## config.mk

```make
export PLATFORM = sky130hd
export DESIGN_NAME = awb_gray_world
export DESIGN_NICKNAME = d
export VERILOG_FILES = /design/src/rtl/isp_pkg.sv /design/src/rtl/awb_divider.sv /design/src/rtl/awb_gray_world.sv
export SDC_FILE = /design/constraint.sdc
export NUM_CORES = 1
export LEC_CHECK = 0
export CORE_ASPECT_RATIO = 0.6
export CORE_UTILIZATION = 62
export DETAILED_ROUTE_END_ITERATION = 10
export PLACE_DENSITY = 0.81
export SLEW_MARGIN = 0
export SYNTH_ARGS = -nofsm -noshare
export SYNTH_HDL_FRONTEND = slang
export SYNTH_SLANG_ARGS = --single-unit
```

## constraint.sdc

```tcl
create_clock -name clk -period 9.84 [get_ports clk]
set_clock_uncertainty 0.2 [all_clocks]
set_input_delay 0.984 -clock clk [delete_from_list [all_inputs] [get_ports clk]]
set_output_delay 0.984 -clock clk [all_outputs]
set_load 0.05 [all_outputs]
```

## src/rtl/isp_pkg.sv

```systemverilog
// Shared ISP definitions: gain format constants and the AWB controller state encoding.
package isp_pkg;

    localparam int GAIN_W = 10;
    localparam logic [GAIN_W-1:0] GAIN_ONE = 10'd256;
    localparam logic [GAIN_W-1:0] GAIN_MAX = 10'd1023;

    typedef enum logic [1:0] {
        ACCUM  = 2'd0,
        DIV_R  = 2'd1,
        DIV_B  = 2'd2,
        UPDATE = 2'd3
    } awb_state_t;

endpackage

```

## src/rtl/awb_divider.sv

```systemverilog
// Serial restoring divider, one quotient bit per cycle; the start cycle already performs the first step.
module awb_divider #(
    parameter int DIVIDEND_W = 36,
    parameter int DIVISOR_W  = 28
) (
    input  logic                  clk,
    input  logic                  reset,
    input  logic                  start,
    input  logic [DIVIDEND_W-1:0] dividend,
    input  logic [DIVISOR_W-1:0]  divisor,
    output logic                  busy,
    output logic                  done,
    output logic [DIVIDEND_W-1:0] quotient
);

    localparam int CNT_W = $clog2(DIVIDEND_W);

    logic [DIVISOR_W-1:0]  rem;
    logic [DIVISOR_W-1:0]  dsr;
    logic [DIVIDEND_W-1:0] work;
    logic [CNT_W-1:0]      count;

    logic [DIVISOR_W-1:0]  rem_in;
    logic [DIVISOR_W-1:0]  dsr_in;
    logic [DIVIDEND_W-1:0] work_in;
    logic [DIVISOR_W:0]    rem_sh;
    logic [DIVISOR_W-1:0]  rem_nx;
    logic [DIVIDEND_W-1:0] work_nx;
    logic                  qbit;

    // work holds the not-yet-consumed dividend bits and collects quotient bits from the bottom
    always_comb begin
        rem_in  = start ? '0 : rem;
        dsr_in  = start ? divisor : dsr;
        work_in = start ? dividend : work;
        rem_sh  = {rem_in, work_in[DIVIDEND_W-1]};
        qbit    = 1'b0;
        rem_nx  = rem_sh[DIVISOR_W-1:0];
        if (rem_sh >= {1'b0, dsr_in}) begin
            qbit   = 1'b1;
            rem_nx = DIVISOR_W'(rem_sh - {1'b0, dsr_in});
        end
        work_nx = {work_in[DIVIDEND_W-2:0], qbit};
    end

    always_ff @(posedge clk) begin
        if (reset) begin
            busy  <= 1'b0;
            done  <= 1'b0;
            count <= '0;
        end else begin
            done <= 1'b0;
            if (start) begin
                busy  <= 1'b1;
                count <= CNT_W'(1);
            end else if (busy) begin
                if (count == CNT_W'(DIVIDEND_W - 1)) begin
                    busy <= 1'b0;
                    done <= 1'b1;
                end else begin
                    count <= count + CNT_W'(1);
                end
            end
        end
    end

    always_ff @(posedge clk) begin
        if (start || busy) begin
            rem  <= rem_nx;
            work <= work_nx;
            dsr  <= dsr_in;
        end
    end

    assign quotient = work;

endmodule

```

## src/rtl/awb_gray_world.sv

```systemverilog
// Gray-world auto white balance: per-frame RGB statistics, R/B gain computation in blanking,
// and a 2-cycle gain/round/saturate datapath applying the previous frame's gains.
module awb_gray_world
    import isp_pkg::*;
#(
    parameter int SOURCE_H = 1024,
    parameter int SOURCE_V = 1024,
    parameter int SUM_W    = 28
) (
    input  logic              clk,
    input  logic              reset,
    input  logic              in_vsync,
    input  logic              in_hsync,
    input  logic              in_den,
    input  logic [7:0]        in_data_R,
    input  logic [7:0]        in_data_G,
    input  logic [7:0]        in_data_B,
    input  logic              awb_enable,
    output logic              out_vsync,
    output logic              out_hsync,
    output logic              out_den,
    output logic [7:0]        out_data_R,
    output logic [7:0]        out_data_G,
    output logic [7:0]        out_data_B,
    output logic [GAIN_W-1:0] gain_R,
    output logic [GAIN_W-1:0] gain_B,
    output logic              stat_valid
);

    localparam int DIV_W  = SUM_W + 8;
    localparam int PROD_W = 8 + GAIN_W;

    if (SUM_W < 8 + $clog2(SOURCE_H * SOURCE_V)) begin : g_sum_w_check
        $error("SUM_W too small for the configured frame size");
    end

    function automatic logic [7:0] round_sat(input logic [PROD_W-1:0] p);
        logic [PROD_W:0] s;
        s = {1'b0, p} + (PROD_W + 1)'(128);
        if (s[PROD_W:8] > (PROD_W - 7)'(255)) return 8'hFF;
        return s[15:8];
    endfunction

    function automatic logic [GAIN_W-1:0] gain_sat(input logic [DIV_W-1:0] q, input logic div_zero);
        if (div_zero) return GAIN_ONE;
        if (q > DIV_W'(GAIN_MAX)) return GAIN_MAX;
        return q[GAIN_W-1:0];
    endfunction

    awb_state_t state, state_next;

    logic              vsync_d;
    logic              frame_start, frame_end;
    logic [SUM_W-1:0]  acc_r, acc_g, acc_b;
    logic [SUM_W-1:0]  snap_r, snap_g, snap_b;
    logic [GAIN_W-1:0] pending_r, pending_b;
    logic [GAIN_W-1:0] active_r, active_b;
    logic [GAIN_W-1:0] calc_r;

    logic              div_start, div_busy, div_done;
    logic [DIV_W-1:0]  div_dividend, div_quotient;
    logic [SUM_W-1:0]  div_divisor;
    logic              snap_load, r_done, b_done;

    assign frame_start = in_vsync & ~vsync_d;
    assign frame_end   = ~in_vsync & vsync_d;

    always_ff @(posedge clk) begin
        if (reset) state <= ACCUM;
        else       state <= state_next;
    end

    always_comb begin
        state_next = state;
        case (state)
            ACCUM:   if (frame_end && !div_busy) state_next = DIV_R;
            DIV_R:   if (div_done) state_next = DIV_B;
            DIV_B:   if (div_done) state_next = UPDATE;
            UPDATE:  state_next = ACCUM;
            default: state_next = ACCUM;
        endcase
    end

    // R division starts straight from the live sums; B reuses the snapshot once R finishes
    always_comb begin
        div_start    = 1'b0;
        div_dividend = {acc_g, 8'd0};
        div_divisor  = acc_r;
        snap_load    = 1'b0;
        r_done       = 1'b0;
        b_done       = 1'b0;
        case (state)
            ACCUM: begin
                if (frame_end && !div_busy) begin
                    div_start = 1'b1;
                    snap_load = 1'b1;
                end
            end
            DIV_R: begin
                div_dividend = {snap_g, 8'd0};
                div_divisor  = snap_b;
                if (div_done) begin
                    div_start = 1'b1;
                    r_done    = 1'b1;
                end
            end
            DIV_B:   b_done = div_done;
            default: ;
        endcase
    end

    awb_divider #(
        .DIVIDEND_W(DIV_W),
        .DIVISOR_W (SUM_W)
    ) u_divider (
        .clk     (clk),
        .reset   (reset),
        .start   (div_start),
        .dividend(div_dividend),
        .divisor (div_divisor),
        .busy    (div_busy),
        .done    (div_done),
        .quotient(div_quotient)
    );

    always_ff @(posedge clk) begin
        if (reset) begin
            vsync_d    <= 1'b0;
            acc_r      <= '0;
            acc_g      <= '0;
            acc_b      <= '0;
            pending_r  <= GAIN_ONE;
            pending_b  <= GAIN_ONE;
            active_r   <= GAIN_ONE;
            active_b   <= GAIN_ONE;
            stat_valid <= 1'b0;
        end else begin
            vsync_d <= in_vsync;
            if (frame_end) begin
                acc_r <= '0;
                acc_g <= '0;
                acc_b <= '0;
            end else if (in_vsync && in_den) begin
                acc_r <= acc_r + SUM_W'(in_data_R);
                acc_g <= acc_g + SUM_W'(in_data_G);
                acc_b <= acc_b + SUM_W'(in_data_B);
            end
            if (b_done) begin
                pending_r <= calc_r;
                pending_b <= gain_sat(div_quotient, snap_b == '0);
            end
            stat_valid <= b_done;
            // Gains only switch at a frame boundary so a frame is never corrected with mixed gains
            if (frame_start) begin
                active_r <= pending_r;
                active_b <= pending_b;
            end
        end
    end

    always_ff @(posedge clk) begin
        if (snap_load) begin
            snap_r <= acc_r;
            snap_g <= acc_g;
            snap_b <= acc_b;
        end
        if (r_done) calc_r <= gain_sat(div_quotient, snap_r == '0);
    end

    assign gain_R = active_r;
    assign gain_B = active_b;

    logic [GAIN_W-1:0] gain_r_eff, gain_b_eff;
    logic [PROD_W-1:0] prod_r_p1, prod_g_p1, prod_b_p1;
    logic              vld_p1, vsync_p1, hsync_p1;

    assign gain_r_eff = awb_enable ? active_r : GAIN_ONE;
    assign gain_b_eff = awb_enable ? active_b : GAIN_ONE;

    // Stage 1: pixel x gain
    always_ff @(posedge clk) begin
        prod_r_p1 <= PROD_W'(in_data_R) * PROD_W'(gain_r_eff);
        prod_g_p1 <= PROD_W'(in_data_G) * PROD_W'(GAIN_ONE);
        prod_b_p1 <= PROD_W'(in_data_B) * PROD_W'(gain_b_eff);
    end

    always_ff @(posedge clk) begin
        if (reset) begin
            vld_p1   <= 1'b0;
            vsync_p1 <= 1'b0;
            hsync_p1 <= 1'b0;
        end else begin
            vld_p1   <= in_den;
            vsync_p1 <= in_vsync;
            hsync_p1 <= in_hsync;
        end
    end

    // Stage 2: round, saturate, blank outside den
    always_ff @(posedge clk) begin
        if (reset) begin
            out_vsync  <= 1'b0;
            out_hsync  <= 1'b0;
            out_den    <= 1'b0;
            out_data_R <= 8'd0;
            out_data_G <= 8'd0;
            out_data_B <= 8'd0;
        end else begin
            out_vsync  <= vsync_p1;
            out_hsync  <= hsync_p1;
            out_den    <= vld_p1;
            out_data_R <= vld_p1 ? round_sat(prod_r_p1) : 8'd0;
            out_data_G <= vld_p1 ? round_sat(prod_g_p1) : 8'd0;
            out_data_B <= vld_p1 ? round_sat(prod_b_p1) : 8'd0;
        end
    end

endmodule

```

==> results of run 1 <==
==> kinds of logic (layout without fill, tap and decap cells) <==
family          count (synthesis)  in the layout  share of synthesized area
compound gates                410            410                      0.117
simple gates                  779            779                      0.176
xor+xnor                       88             88                     0.0343
mux                            89             89                     0.0431
buf+inv                       279            345                     0.0494
flops                         381            381                      0.422
fa+ha+maj                     226            226                      0.159
==> power by group through the flow <==
stage | Clock [W] | Sequential (W) | Combinational, W
floorplan | 0 | 0.00192 | 0.000890
global placement | 0 | 0.00192 | 0.00111
detailed placement | 0 | 0.00192 | 0.00114
CTS | 0.00144 | 0.00189 | 0.00115
global route | 0.00151 | 0.00190 | 0.00127
finish | 0.00144 | 0.00189 | 0.00117
==> per-layer routing <==
metal  up-vias  part of all wire  routed length (um)  global-route usage
li1       8032                 -                   -                   -
met1      8276              0.46               25500               0.472
met2       776              0.41               22700               0.420
met3        81              0.10                5630              0.0676
met4         0             0.018                 994              0.0644
met5         -                 0                   0                   0
==> final timing paths <==
kind	endpoint	cells after the start	from	slack, ps
setup / recovery	prod_b_p1[16]$_DFF_P_	16	awb_enable	3330
setup reg to reg	u_divider.rem[6]$_DFFE_PP_	16	state[1]$_SDFFE_PP0P_	3700
hold / removal	out_data_G[5]$_SDFF_PP0_	1	prod_g_p1[13]$_DFF_P_	230
hold reg to reg	out_data_G[5]$_SDFF_PP0_	1	prod_g_p1[13]$_DFF_P_	230
==> per-stage QoR <==
stage               total power (W)  area, sq um  instances   util
floorplan                   0.00281        22500       2252      -
global placement            0.00303        23600       2718  0.667
detailed placement          0.00306        23600       2718  0.667
CTS                         0.00448        24800       2784  0.700
global route                0.00467        24800       2785  0.701
finish                      0.00449        24800       2785  0.701
==> cell type report <==
cell class | count | share of cell area
inverters | 187 | 0.0285
clock buffers | 50 | 0.0402
clock inverters | 16 | 0.00788
flip-flops and latches | 381 | 0.383
well taps | 467 | 0.0236
repair buffers | 92 | 0.0352
multi-input cells | 1592 | 0.481
==> cell usage in the layout, fill, tap and decap left out, types with 37 or more instances in the layout <==
cell,Yosys,final
a21oi_1,143,142
and2_1,64,64
mux2i_1,69,69
edfxtp_1,186,186
and3_1,148,148
nand3_1,59,59
o21ai_0,83,83
clkdlybuf4s50_1,0,75
fa_1,98,98
nor2_1,134,131
dfxtp_1,195,195
nand2_1,217,217
inv_1,186,186
xnor2_1,55,55
ha_1,128,127
clkbuf_16,0,37
==> impl_results.md, run 1 <==
* Max FFs per register at 36
* Hold-fix buffers at CTS at 0
* Clk sinks at between 300 and 400
* CTS tree: yes
* Maximum clock path buffer count at 3
* Worst setup margin at 3330 ps
* Netlist Area Pre-Place at 0.0225 sq mm
* Startpoint class of the critical path: input port
* # H-tree levels at 2
* Avg Inst Size Synth at about 10 sq um
* Hold WS at about 230 ps
* Mapped Nets at around 2500
* Status: finished clean
* Core area at roughly 0.035 sq mm
* CP Max Fanout at 87
* Total internal power at roughly 0.0031 W
* Slew headroom at 0.158
* Cell Rows at between 50 and 60
* Part of the Yosys area used for sequential elements at 0.422
* Avg Vias per Cell at roughly 6
* EDFF count, synth at 186
* Vias in the first global route at roughly 16000
* Dpl ws at 3020 ps
* Critical path endpoint category: flop
* Die Span X at approximately 250 um
* Root buffer cell: clkbuf_16
* Filler cell count at 2596
* Tmin final at 6510 ps
* Tcrit/Tclk final at 0.662
* Area contributors post-synth: edfxtp_1, dfxtp_1, fa_1
* I/O Pins at roughly 80
* Initial cell density of the core at 0.636
* YS warnings at 0
* Main synth FF type: dfxtp_1
* Maximum number of pins on one net before global-route repair at 88
* ANT nets after route at 0
* Peak VDD IR at roughly 130 uV
* Max Transition Viols Final at 0
* Initial DRC count at ~1900
* Crit path buf inv count at 4
* Critical path required time at 10120 ps
* Cts bufs inserted at 36
* Ant. Diodes at 0
* Leak Pwr at around 10 nW
* Vias at 17200
* Fmax at between 150 and 200 MHz
* Detailed Routing Iterations Pass 1 at 6
* Grt total ovfl at 0
* Clk_lat worst skew at around 550 ps
* Synth async-reset ratio at 0
* Drt drc at 0
* Max stage delay on crit path at around 640 ps
* Final nets at 2546
* Net Sw Frac at 0.306
* Slew @ Worst Pin at approximately 1300 ps
* Worst path slowest cell: buf_4
* Pwr dens at approximately 180 mW/mm^2
* Hold Crit Class: flop to flop
* Gate power share at 0.259
* Global-route wire length before repair at roughly 87000 um
* Die area at 0.0370 sq mm
* Crit path DAT at between 6000 and 7000 ps
* Setup TNS at 0 ps
* Dpl hpwl at 39200 um
* Most used cell along the critical path: fa_1
* Switch Pwr at 0.00137 W
* Post-synth top area cell: edfxtp_1
* Buffers added on ports at between 70 and 80
* Routability cong. at approximately 0.91
* Synth unique cells at 80
* CTS resizes at 0
* Routed WL per cell at around 20 um
* Yosys top cell area share at 0.248
* Chip height at around 150 um
* Top delay family on crit path: adder cells
* Antenna violations before repair at 0
* Clock transition at path regs at around 70 ps
* Part of the power in registers at 0.421
* Layout cells sized above 1 at 0.0487
* Multi-input gate area at approximately 0.012 sq mm
* Final Hold Fails at 0
* Commonest cells post-synth: nand2_1, dfxtp_1, edfxtp_1, inv_1, and3_1
* Total Wirelength at about 55000 um
* Crit path cell chain: buf_2 -> buf_4 -> nand2b_1 -> and2_1 -> fa_1 -> fa_1 -> fa_1 -> inv_1 -> fa_1 -> inv_1 -> ha_1 -> and3_1 -> a211oi_1 -> o21ai_0 -> a21oi_1 -> xnor2_1
* Post-CTS setup repair buffer count at 0
* Post-Syn Instances at between 2000 and 2500
* Seq cells post-synth at ~380
* Count leader, synth: nand2_1
* GRT Overall Usage at 0.301
* CP Class: input port to flop
* Maximum capacitance violations at 0
* Area Growth Syn to Fin at 10.1%
* Setup violators final at 0
* RSZ-0062 raised after global routing: false
* Sequential cell area at about 0.0095 sq mm
* Clock network power share at 0.320
(Power assumes the default switching activity.)
==> run 2: changes to the inputs <==
clock period = 6.14 ns   (was 9.84 ns; I/O delays follow)
==> run 2 against run 1 <==
Effect of this change: total power grew 64%; register-to-register slack got worse by 2800 ps; highest routed layer unchanged; routed wire length shrank 1.1%; clock power increased by 71%; largest power group unchanged; global-route usage is 0.27 points lower.
==> impl_results.md, run 2 (synthesis gave the netlist of run 1 again) <==
* Top delay family on crit path: adder cells (unchanged)
* Most used cell along the critical path: fa_1 (unchanged)
* Cell Rows at 53 (unchanged)
* Drt drc at 0 (unchanged)
* Maximum number of pins on one net before global-route repair at 100 (was 88)
* Layout cells sized above 1 at 0.0598 (was 0.0487)
* Placed cells at 2739 (was 2718)
* Maximum clock path buffer count at 3 (unchanged)
* Min-delay src: prod_g_p1[8]$_DFF_P_ (was prod_g_p1[13]$_DFF_P_)
* Tcrit/Tclk final at 0.896
* Hold-fix buffers at CTS at 0 (unchanged)
* Max FFs per register at 36 (unchanged)
* Dpl hpwl at 39200 um (about the same)
* Cts bufs inserted at 37 (was 36)
* Reg2reg path depth at 16 (unchanged)
* Status: finished clean (unchanged)
* Root buffer cell: clkbuf_16 (unchanged)
* Peak VDD IR at 225 uV (was 132 uV)
* Non-Filler Cell Area, Final at 0.0251 sq mm (was 0.0248 sq mm)
* ANT nets after route at 0 (unchanged)
* Hold Crit Class: flop to flop (unchanged)
* Initial cell density of the core at 0.636 (unchanged)
* Worst path slowest cell: fa_1 (was buf_4)
* Crit path cell chain: buf_2 -> buf_12 -> buf_4 -> nand3_1 -> fa_1 -> fa_1 -> inv_1 -> fa_1 -> inv_1 -> fa_1 -> inv_1 -> ha_1 -> nor2_1 -> o2bb2ai_1 -> a31oi_1 -> a211oi_1 -> o21ai_0 -> a21oi_1 -> xnor2_1 (was buf_2 -> buf_4 -> nand2b_1 -> and2_1 -> fa_1 -> fa_1 -> fa_1 -> inv_1 -> fa_1 -> inv_1 -> ha_1 -> and3_1 -> a211oi_1 -> o21ai_0 -> a21oi_1 -> xnor2_1)
* Max Transition Viols Final at 0 (unchanged)
* Max stage delay on crit path at 560 ps (was 640 ps)
* Critical path required time at 6400 ps (was 10120 ps)
* CTS tree: yes (unchanged)
* Global-route wire length before repair at 87400 um (about the same)
* Setup TNS at 0 ps (unchanged)
* # H-tree levels at 2 (unchanged)
* Critical path endpoint category: flop (unchanged)
* Vias in the first global route at 16500 (was 16200)
* I/O Pins at 78 (unchanged)
* Reg2reg start: gain_R[3]$_SDFFE_PP0P_ (was state[1]$_SDFFE_PP0P_)
* Antenna violations before repair at 1 (was 0)
* Clk_lat worst skew at 540 ps (was 550 ps)
* RSZ-0062 raised after global routing: false (unchanged)
* Avg Vias per Cell at 6.14 (was 6.16)
* CP Class: input port to flop (unchanged)
* Commonest non-fill, non-tap cell in the layout: nand2_1 (unchanged)
* Final Power at 0.00738 W (was 0.00449 W)
* Fmax at around 180 MHz
* Final Hold Fails at 0 (unchanged)
* Vias at 17200 (about the same)
* Routed WL per cell at 19.3 um (was 19.7 um)
* Pwr dens at 294 mW/mm^2 (was 181 mW/mm^2)
* Crit path buf inv count at 6 (was 4)
* Clock transition at path regs at 60 ps (was 70 ps)
* Slew headroom at 0.105 (was 0.158)
* Startpoint class of the critical path: input port (unchanged)
* CTS resizes at 0 (unchanged)
* Leak Pwr at 10.5 nW (was 10.3 nW)
* Slew @ Worst Pin at 1330 ps (was 1260 ps)
* Clk sinks at 381 (unchanged)
* WHS Endpoint: out_data_G[0]$_SDFF_PP0_ (was out_data_G[5]$_SDFF_PP0_)
* Setup slack, reg-to-reg at 900 ps (was 3700 ps)
* Detailed Routing Iterations Pass 1 at 7 (was 6)
* Setup violators final at 0 (unchanged)
* Post-CTS setup repair buffer count at 0 (unchanged)
* Initial DRC count at 1396 (was 1859)
* Total Wirelength at 54200 um (was 54900 um)
* Core area at 0.0353 sq mm (unchanged)
* Maximum capacitance violations at 0 (unchanged)
* Die Span X at 248 um (unchanged)
* Die area at 0.0370 sq mm (unchanged)
* CP Max Fanout at 84 (was 87)
* Buffers added on ports at 77 (unchanged)
* Finished Layout Cells at 2808 (was 2785)
* Post-DP Area at 0.0238 sq mm (was 0.0236 sq mm)
* Routability cong. at 0.934 (was 0.913)
* Final nets at 2567 (was 2546)
* Crit path DAT at 5760 ps (was 6790 ps)
* GRT Overall Usage at 0.298 (was 0.301)
* Tmin final at between 5000 and 6000 ps
* Chip height at 149 um (unchanged)
* Hold depth at 1 (unchanged)
* Area Growth Syn to Fin at 11.5% (was 10.1%)
* Reg2reg end: prod_r_p1[17]$_DFF_P_ (was u_divider.rem[6]$_DFFE_PP_)
* Commonest non-fill, non-tap cells in the layout: nand2_1, dfxtp_1, inv_1, edfxtp_1, and3_1 (unchanged)
* Final core utilization at 0.709 (was 0.701)
* Grt total ovfl at 0 (unchanged)
run 2: area by class of cell:
cell class / instances / area, sq um
Antenna cell: 1 / 2.50
Clock buffer: 50 / 1080
Clock inverter: 18 / 233
Fill cell: 2549 / 10300
Inverter: 187 / 707
Multi-Input combinational cell: 1592 / 11900
Sequential cell: 381 / 9490
Tap cell: 467 / 584
Timing Repair Buffer: 112 / 1060
run 2: power breakdown:
group          switching (W)  total [W]  internal (W)
logic                0.00110    0.00190      0.000797
clock network        0.00101    0.00246       0.00145
registers          0.0000858    0.00302       0.00294
run 2: metrics by stage:
stage	hold slack [ps]	worst slack [ps]
4_1_cts	228	757
2_1_floorplan	206	107
3_5_place_dp	212	223
5_1_grt	241	398
6_report	227	642
3_3_place_gp	213	429
run 2: worst max path at each step:
stage | start | to | slack [ps] | cells after the start
after floorplan | in_vsync | u_divider.rem[24]$_DFFE_PP_ | 110 | 18
after global placement | awb_enable | prod_b_p1[16]$_DFF_P_ | 430 | 19
after detailed placement | awb_enable | prod_b_p1[16]$_DFF_P_ | 220 | 19
after CTS | awb_enable | prod_b_p1[16]$_DFF_P_ | 760 | 19
after global routing | awb_enable | prod_b_p1[16]$_DFF_P_ | 400 | 19
final | awb_enable | prod_b_p1[16]$_DFF_P_ | 640 | 19
run 2: layer usage:
metal | share of wire | GRT usage | up-vias
met3 | 0.099 | 0.0782 | 87
met5 | 0 | 0 | -
met1 | 0.46 | 0.449 | 8328
li1 | - | - | 8069
met2 | 0.42 | 0.425 | 747
met4 | 0.019 | 0.0718 | 0
==> run 3: changes to the inputs <==
CAP_MARGIN = 20   (was not set)
CTS_BUF_LIST = sky130_fd_sc_hd__clkbuf_16   (was not set)
==> run 3 against run 2 <==
Effect of this change: sequential share of layout area up 0.083 points; via count about the same; critical path depth unchanged; global-route usage down 0.087 points; fmax down 1.2%; count of clock-buffer cells in the layout down 13; core utilization down 0.16 points; design area down 0.22%; largest cell class unchanged.
==> impl_results.md, run 3 (synthesis gave the netlist of run 1 again) <==
* Die area at 0.0370 sq mm (unchanged)
* Reg2reg end: prod_r_p1[16]$_DFF_P_ (was prod_r_p1[17]$_DFF_P_)
* Reg2reg start: gain_R[2]$_SDFFE_PP0P_ (was gain_R[3]$_SDFFE_PP0P_)
* Initial DRC count at 1752 (was 1396)
* Hold Crit Class: flop to flop (unchanged)
* Maximum number of pins on one net before global-route repair at 100 (unchanged)
* Layout cells sized above 1 at 0.0581 (was 0.0598)
* ANT nets after route at 0 (unchanged)
* Reg2reg path depth at 18 (was 16)
* Clk_lat worst skew at 560 ps (was 540 ps)
* Worst Setup EP: prod_b_p1[16]$_DFF_P_ (unchanged)
* Initial cell density of the core at 0.636 (unchanged)
* I/O Pins at 78 (unchanged)
* Crit path DAT at 5830 ps (was 5760 ps)
* Vias in the first global route at 16500 (about the same)
* Cts bufs inserted at 36 (was 37)
* Grt total ovfl at 0 (unchanged)
* Detailed Routing Iterations Pass 1 at 5 (was 7)
* Fmax at 180 MHz (was 182 MHz)
* Maximum capacitance violations at 0 (unchanged)
* Commonest non-fill, non-tap cell in the layout: nand2_1 (unchanged)
* Chip height at 149 um (unchanged)
* Sequential cell area at 0.00949 sq mm (unchanged)
* Total Wirelength at 54400 um (was 54200 um)
* Core area at 0.0353 sq mm (unchanged)
* Max Transition Viols Final at 0 (unchanged)
* GRT Overall Usage at 0.297 (was 0.298)
* Min-delay src: prod_g_p1[14]$_DFF_P_ (was prod_g_p1[8]$_DFF_P_)
* Startpoint class of the critical path: input port (unchanged)
* Placed cells at 2740 (was 2739)
* Multi-input gate area at 0.0119 sq mm (unchanged)
* Routed WL per cell at 19.4 um (was 19.3 um)
* Hold depth at 1 (unchanged)
* Slew @ Worst Pin at 1030 ps (was 1330 ps)
* Pwr dens at 290 mW/mm^2 (was 294 mW/mm^2)
* Final Hold Fails at 0 (unchanged)
* Slew headroom at 0.309 (was 0.105)
* Leak Pwr at 10.5 nW (about the same)
* Filler cell count at 2548 (was 2549)
* Die Span X at 248 um (unchanged)
* Grt met2 use at 0.424 (was 0.425)
* Critical path required time at 6410 ps (was 6400 ps)
* Cell Rows at 53 (unchanged)
* Area Growth Syn to Fin at 11.3% (was 11.5%)
* Drt drc at 0 (unchanged)
* Final core utilization at 0.708 (was 0.709)
* Crit. Startpoint: awb_enable (unchanged)
* CP Class: input port to flop (unchanged)
* Global-route wire length before repair at 86800 um (was 87400 um)
* Vias at 17200 (about the same)
* Met3 usage at 0.0699 (was 0.0782)
* Root buffer cell: clkbuf_16 (unchanged)
* CP Max Fanout at 84 (unchanged)
* Finished Layout Cells at 2808 (unchanged)
* Peak VDD IR at 256 uV (was 225 uV)
* Met1 usage at 0.457 (was 0.449)
* Final Power at 0.00727 W (was 0.00738 W)
* Tmin final at 5560 ps (was 5500 ps)
* Setup violators final at 0 (unchanged)
* Commonest non-fill, non-tap cells in the layout: nand2_1, dfxtp_1, inv_1, edfxtp_1, and3_1 (unchanged)
* Dpl hpwl at 39000 um (was 39200 um)
* Maximum clock path buffer count at 3 (unchanged)
* Global route hottest layer: met1 (unchanged)
* Status: finished clean (unchanged)
* Hold-fix buffers at CTS at 0 (unchanged)
* CTS tree: yes (unchanged)
* # H-tree levels at 2 (unchanged)
* Antenna violations before repair at 1 (unchanged)
* Max FFs per register at 36 (unchanged)
* Setup TNS at 0 ps (unchanged)
* Clock transition at path regs at 70 ps (was 60 ps)
* RSZ-0062 raised after global routing: false (unchanged)
* Critical path endpoint category: flop (unchanged)
* Avg Vias per Cell at 6.13 (was 6.14)
* CTS resizes at 0 (unchanged)
* Buffers added on ports at 77 (unchanged)
* Setup slack, reg-to-reg at 960 ps (was 900 ps)
* Tcrit/Tclk final at 0.906 (was 0.896)
* Final nets at 2568 (was 2567)
* Routability cong. at 0.934 (unchanged)
* Clk sinks at 381 (unchanged)
* Post-CTS setup repair buffer count at 0 (unchanged)
run 3: changes by cell type in the layout (fill, tap and decap cells not counted), sizes merged:
cell,change
clkbuf,-13
inv,+6
clkinv,+5
buf,+2
run 3: area by class of cell:
type                    instances  share of cell area
diodes                          1            0.000100
clock buffers                  37              0.0370
clock inverters                29              0.0121
inverters                     187              0.0283
multi-input cells            1592               0.476
flip-flops and latches        381               0.379
well taps                     467              0.0234
repair buffers                114              0.0435
run 3: routing by layer:
layer | vias up | part of all wire
li1 | 8060 | -
met1 | 8330 | 0.46
met2 | 756 | 0.42
met3 | 73 | 0.11
met4 | 0 | 0.013
met5 | - | 0
run 3: how the worst min path moves through the flow:
stage,endpoint
after CTS,out_data_G[6]$_SDFF_PP0_
after global routing,vsync_p1$_SDFF_PP0_
after detailed placement,out_data_G[0]$_SDFF_PP0_
final,out_data_G[6]$_SDFF_PP0_
after global placement,out_data_G[2]$_SDFF_PP0_
after floorplan,out_data_G[0]$_SDFF_PP0_
run 3: critical path, cell delays in order:
cell and delay [ps]:
buf_2 390, buf_12 310, buf_4 280, nand3_1 120, fa_1 470, fa_1 500, inv_1 60, fa_1 550
inv_1 70, fa_1 560, inv_1 70, ha_1 210, nor2_1 150, o2bb2ai_1 130, a31oi_1 100, a211oi_1 530
o21ai_0 280, a21oi_1 230, xnor2_1 140
run 3: where the power goes:
part | switching, W | total [W] | internal [W]
registers | 0.0000874 | 0.00302 | 0.00294
clock network | 0.00102 | 0.00234 | 0.00132
logic | 0.00110 | 0.00190 | 0.000799
total | 0.00221 | 0.00727 | 0.00506
run 3: metrics by stage:
step | area (sq um) | hold slack (ps) | worst slack [ps]
global route | 25000 | 248 | 343
finish | 25000 | 232 | 577
CTS | 25000 | 234 | 731
floorplan | 22500 | 206 | 107
detailed placement | 23800 | 219 | 202
global placement | 23800 | 213 | 429
